`src/rtl/wide_add_seq.sv`:
```
`default_nettype none
// ============================================================================
// Module   : wide_add_seq
// Purpose  : Multi-precision add sequencer. Streams WORDS x 32-bit operands
//            LSW first through one shared external 32-bit adder, chaining the
//            carry, and holds the wide sum behind a valid/ready handshake.
//            Optional macro WIDE_ADD_SUB_EN adds an op_sub port (A-B mode).
// Revision : 1.0 - initial release
// ============================================================================
module wide_add_seq #(
    parameter int WORDS = 4
) (
    input  logic                  clk,
    input  logic                  resetn,
    input  logic                  start_valid,
    output logic                  start_ready,
    input  logic [32*WORDS-1:0]   op_a,
    input  logic [32*WORDS-1:0]   op_b,
    input  logic                  op_cin,
`ifdef WIDE_ADD_SUB_EN
    input  logic                  op_sub,
`endif
    output logic [31:0]           add_operand1,
    output logic [31:0]           add_operand2,
    output logic                  add_cin,
    input  logic [31:0]           add_result,
    input  logic                  add_cout,
    output logic                  res_valid,
    input  logic                  res_ready,
    output logic [32*WORDS-1:0]   result,
    output logic                  res_cout,
    output logic                  busy
);

    // Word index width: the 3-bit beat counter is narrowed to address the word arrays.
    localparam int         c_IW   = (WORDS <= 2) ? 1 : ((WORDS <= 4) ? 2 : 3);
    localparam logic [2:0] c_LAST = 3'(WORDS - 1);

    localparam logic [1:0] c_IDLE = 2'd0;
    localparam logic [1:0] c_RUN  = 2'd1;
    localparam logic [1:0] c_DONE = 2'd2;

    logic [1:0]      r_state;
    logic [2:0]      r_beat;
    logic            r_carry;
    logic [31:0]     r_a   [WORDS];
    logic [31:0]     r_b   [WORDS];
    logic [31:0]     r_res [WORDS];

    logic [c_IW-1:0] w_idx;
    logic            w_run;
    logic [31:0]     w_b_word;
    logic            w_init_carry;

    assign w_idx = r_beat[c_IW-1:0];
    assign w_run = (r_state == c_RUN);

`ifdef WIDE_ADD_SUB_EN
    logic            r_sub;

    // Subtraction is A + ~B + 1; the forced carry supplies the +1.
    assign w_b_word     = r_b[w_idx] ^ {32{r_sub}};
    assign w_init_carry = op_sub ? 1'b1 : op_cin;

    always_ff @(posedge clk) begin
        if (!resetn) begin
            r_sub <= 1'b0;
        end else if (r_state == c_IDLE && start_valid) begin
            r_sub <= op_sub;
        end
    end
`else
    assign w_b_word     = r_b[w_idx];
    assign w_init_carry = op_cin;
`endif

    always_ff @(posedge clk) begin
        if (!resetn) begin
            r_state <= c_IDLE;
            r_beat  <= 3'd0;
            r_carry <= 1'b0;
            for (int k = 0; k < WORDS; k++) begin
                r_a[k]   <= 32'd0;
                r_b[k]   <= 32'd0;
                r_res[k] <= 32'd0;
            end
        end else begin
            case (r_state)
                c_IDLE: begin
                    if (start_valid) begin
                        for (int k = 0; k < WORDS; k++) begin
                            r_a[k] <= op_a[32*k +: 32];
                            r_b[k] <= op_b[32*k +: 32];
                        end
                        r_carry <= w_init_carry;
                        r_beat  <= 3'd0;
                        r_state <= c_RUN;
                    end
                end
                c_RUN: begin
                    r_res[w_idx] <= add_result;
                    r_carry      <= add_cout;
                    // Beat parks on the last word rather than wrapping.
                    if (r_beat == c_LAST) begin
                        r_state <= c_DONE;
                    end else begin
                        r_beat <= r_beat + 3'd1;
                    end
                end
                c_DONE: begin
                    if (res_ready) begin
                        r_state <= c_IDLE;
                    end
                end
                default: begin
                    r_state <= c_IDLE;
                end
            endcase
        end
    end

    // Handshake outputs depend on state only, never on the partner's strobe.
    assign start_ready  = (r_state == c_IDLE);
    assign res_valid    = (r_state == c_DONE);
    assign busy         = (r_state != c_IDLE);
    assign res_cout     = r_carry;

    assign add_operand1 = w_run ? r_a[w_idx] : 32'd0;
    assign add_operand2 = w_run ? w_b_word   : 32'd0;
    assign add_cin      = w_run & r_carry;

    generate
        for (genvar k = 0; k < WORDS; k++) begin : g_result
            assign result[32*k +: 32] = r_res[k];
        end
    endgenerate

endmodule
`default_nettype wire
```
`config.mk`:
```
export PLATFORM = sky130hd
export DESIGN_NAME = wide_add_seq
export DESIGN_NICKNAME = d
export VERILOG_FILES = /design/src/rtl/wide_add_seq.sv
export SDC_FILE = /design/constraint.sdc
export NUM_CORES = 1
export LEC_CHECK = 0
export BUFFER_PORTS_ARGS = -buffer_cell sky130_fd_sc_hd__buf_2
export CAP_MARGIN = 20
export CORE_AREA = 2 2 191 193
export DETAILED_ROUTE_END_ITERATION = 7
export DIE_AREA = 0 0 193 195
export GPL_TIMING_DRIVEN = 0
export PLACE_DENSITY = 0.71
export SETUP_SLACK_MARGIN = 0.5
export SLEW_MARGIN = 5
export SYNTH_ARGS = -nofsm -noshare
export SYNTH_HDL_FRONTEND = slang
export SYNTH_SLANG_ARGS = --single-unit
```
`constraint.sdc`:
```
create_clock -name clk -period 20.3 [get_ports clk]
set_input_delay 2.03 -clock clk [delete_from_list [all_inputs] [get_ports clk]]
set_output_delay 2.03 -clock clk [all_outputs]
set_load 0.05 [all_outputs]
```
==> results.md <==
* Synth Instances at 1018
* Wire length per cell at 21.3 µm
* Critical Path Source Type: flip-flop
* Global Route Usage Sum at 0.229
* Maximum ir drop on the vdd rail at between 0.07 and 0.08 mV
* CP delay by family, top: buffers and inverters
* Final Total Pwr at 2010 µW
* Setup Skew at 19.1 ps
* Final WL at between 40000 and 50000 µm
* Total congestion overflow at 0
* Mux share of post-synthesis cell area at 0.0868
* DRT met1 WL at approximately 16000 µm
* CP Buf/Inv Count at 3
* Syn Area/Cell at 16.3 µm²
* Worst-Skew Late Latency at 530 ps
* Hold Path Origin: r_beat[2]
* Power per cell area at approximately 95 mW/mm²
* H-tree lvl count at 2
* Synth-to-layout area growth at 27.3%
* Max frequency at 212 MHz
* Adder-Cell Fraction of Synth Area at 0.00151
* Die Y at between 150 and 200 µm
* Worst R2R Start: r_state[0]
* Total CTS buffers at 41
* Async set-reset flop share out of synthesis at 0
* Status: complete, no violations
* Min-delay worst type: flip-flop to flip-flop
* Initial Utilization at 0.469
* Synth cell types at 30
* Combinational power share at 0.141
* First-pass GRT wire length at approximately 63000 µm
* #FFs+latches synth at 392
* Final period utilization at 0.233
* Longest Clk Path Bufs at 3
* Slew Limit Fails at 0
* Layout cells sized above 1 at 0.425
* GPL Wtd Cong at 0.823
* DR WL met3 at roughly 4000 µm
* Setup violations, final at 0
* Synth area leaders: edfxtp_1, and2_1, mux4_2
* Core area at 0.0354 mm²
* Pre-antenna DRT Iters at 5
* Io pins at 491
* Clk pwr share at 0.373
* Complex-gate fraction of the synthesized area at 0.00384
* Die ar. at about 0.038 mm²
* Synth Net Count at 1314
* CP endpoint kind: primary output
* Most frequent CP cell: buf_2
* Least-Margin Pin Slew at 883 ps
* Post-CTS sizing at 0
* Synth top area share at 0.695
* Routed length on met2 at 22700 µm
* PortBufs at 490
* Max Cap Viol at 0
* Sink Count at ~390
* Synthesized cell area at 0.0166 mm²
* Hold depth at 2
* Final hold viol count at 0
* CP arrival at 2690 ps
* Slew margin rel. at 0.409
* DIE WIDTH at 193 µm
* Reg power frac at 0.486
* Register area share after synthesis at 0.704
* Vias in the first global route at 10600
* Row cnt at 69
* Ys flop type: edfxtp_1
* Sw Share at 0.251
* Hold endpoint: r_beat[2]
* Largest fanout on the critical path at 10
* Largest net degree at the start of global routing at 72
* Crit path largest cell delay at 650 ps
* R2R Setup Slk at roughly 18000 ps
* Dpl hpwl at 32400 µm
* Post-CTS setup buffers at 0
* Min cycle time layout at 4720 ps
* Via count at 10400
* Internal cell power at 1500 µW
* CTS clk-pin slew, worst paths at about 60 ps
* Worst Path Class, Setup: flip-flop to primary output
* Nets@finish at ~1900
* Leak Pwr at a little over 0.009 µW
* Capture point of the worst reg-to-reg path: r_res[3][14]
* Synth Area in Simple Gates at 0.180
* Post-Synth XOR/XNOR Area at 0
* Main combinational cell family by area after synthesis: simple AND/OR/NAND/NOR gates
* # DRC at 0
* Synth Warn # at 0
* EDFF count, synth at roughly 380
* Cell taking the most area after synthesis: edfxtp_1
* Top sig layer: met5
* Critical path, cell by cell: clkbuf_1 > buf_2 > mux4_2 > and2_1 > buf_2
* Via density at 5.06
* P_sw at 505 µW
* Setup TNS at 0 ps
* Initial antenna violation count at 24
* Remaining antenna violation count at 0
* Reg2Reg Depth at 6
* Worst slack, placed at roughly 16000 ps
* Required @ worst endpoint at 18270 ps
* Max stage delay cell, worst path: clkbuf_1
* CTS root buf: clkbuf_16
* Hold Buf Count CTS at 0
* Final worst slack at 15580 ps
* Initial drt markers at 502
* CTS tree: built
* RSZ-0062 raised after global routing: false
==> how the worst max path moves through the flow <==
stage                    from               end  slack [ps]  cells past startpoint
CTS                 flip-flop  add_operand1[15]       15440                      5
finish              flip-flop  add_operand1[15]       15580                      5
global route        flip-flop  add_operand1[15]       15390                      5
detailed placement     resetn        r_b[2][13]       15800                      5
floorplan              resetn         r_a[0][0]       11950                      2
global placement       resetn        r_b[2][24]        9180                      3
==> area by class of cell <==
type / instances / area, µm²
antenna: 15 / 37.5
buffer: 68 / 365
clock buffer: 49 / 1100
clock inverter: 22 / 239
fill: 2772 / 14300
inverter: 5 / 18.8
multi-input combinational: 553 / 4550
sequential: 392 / 11700
tap: 461 / 577
timing repair buffer: 494 / 2550
==> sequential cells by signal, summed over array words and instances, names as in the netlist, named ones only <==
signal	count
r_state	2
r_b	128
r_a	128
res_cout	1
r_beat	3
r_res	128
==> placed cells by master, fill, tap and decap left out, drive strengths merged, types with 2 or more instances in the layout <==
master	Yosys	layout
dfxtp	8	8
mux4	64	64
buf	43	537
clkbuf	25	74
inv	5	6
clkinv	0	13
nand2b	3	3
nand2	8	8
nor2b	3	3
nand3	5	5
clkinvlp	0	3
and2	417	417
a31oi	3	3
bufinv	0	5
edfxtp	384	384
nor2	3	3
ha	2	2
diode	0	15
and3	33	33
nor4b	2	2
o21ai	2	2
==> cells by family after synthesis <==
kind of cell	count (synthesis)
adder cells (fa/ha/maj)	2
multiplexers	64
flip-flops	392
AO/OA/AOI/OAI	10
buffers and inverters	73
AND/OR/NAND/NOR	477
==> cell usage after synthesis, types with 2 or more instances <==
| master | n |
|---|---|
| nor2b_1 | 3 |
| and3_1 | 33 |
| edfxtp_1 | 384 |
| and2_1 | 417 |
| nor2_1 | 2 |
| buf_4 | 4 |
| a31oi_1 | 3 |
| clkbuf_1 | 18 |
| buf_6 | 6 |
| o21ai_0 | 2 |
| clkbuf_2 | 7 |
| inv_1 | 5 |
| buf_2 | 33 |
| nand2_1 | 8 |
| ha_1 | 2 |
| dfxtp_1 | 8 |
| nand2b_1 | 3 |
| mux4_2 | 64 |
| nand3_1 | 5 |
==> stage by stage <==
step,instances,utilization,hold WS [ps],area [µm²]
2_1_floorplan,1018,-,460,16600
3_3_place_gp,1969,0.555,473,19600
3_5_place_dp,1973,0.558,481,19800
4_1_cts,2044,0.596,490,21100
5_1_grt,2055,0.597,513,21100
6_report,2059,0.597,488,21100
==> power by group through the flow <==
stage	sequential (µW)	clock [µW]	combinational (µW)
5_1_grt	981	790	302
4_1_cts	976	758	287
3_5_place_dp	993	0	286
3_3_place_gp	1010	0	280
2_1_floorplan	1050	0	135
6_report	975	749	283
==> worst reg2reg max path, delay by kind of cell, from the launching register on <==
kind / cells / cell delay, ps
buffers and inverters: 3 / 960
and+or+nand+nor: 3 / 960
DFF: 1 / 370
==> layer usage <==
metal  vias to the layer above  track usage
met4                        18       0.0626
met5                         -            0
li1                       4772            -
met2                       484        0.405
met1                      5077        0.275
met3                        76       0.0629
Power figures use the tool's default switching activity.
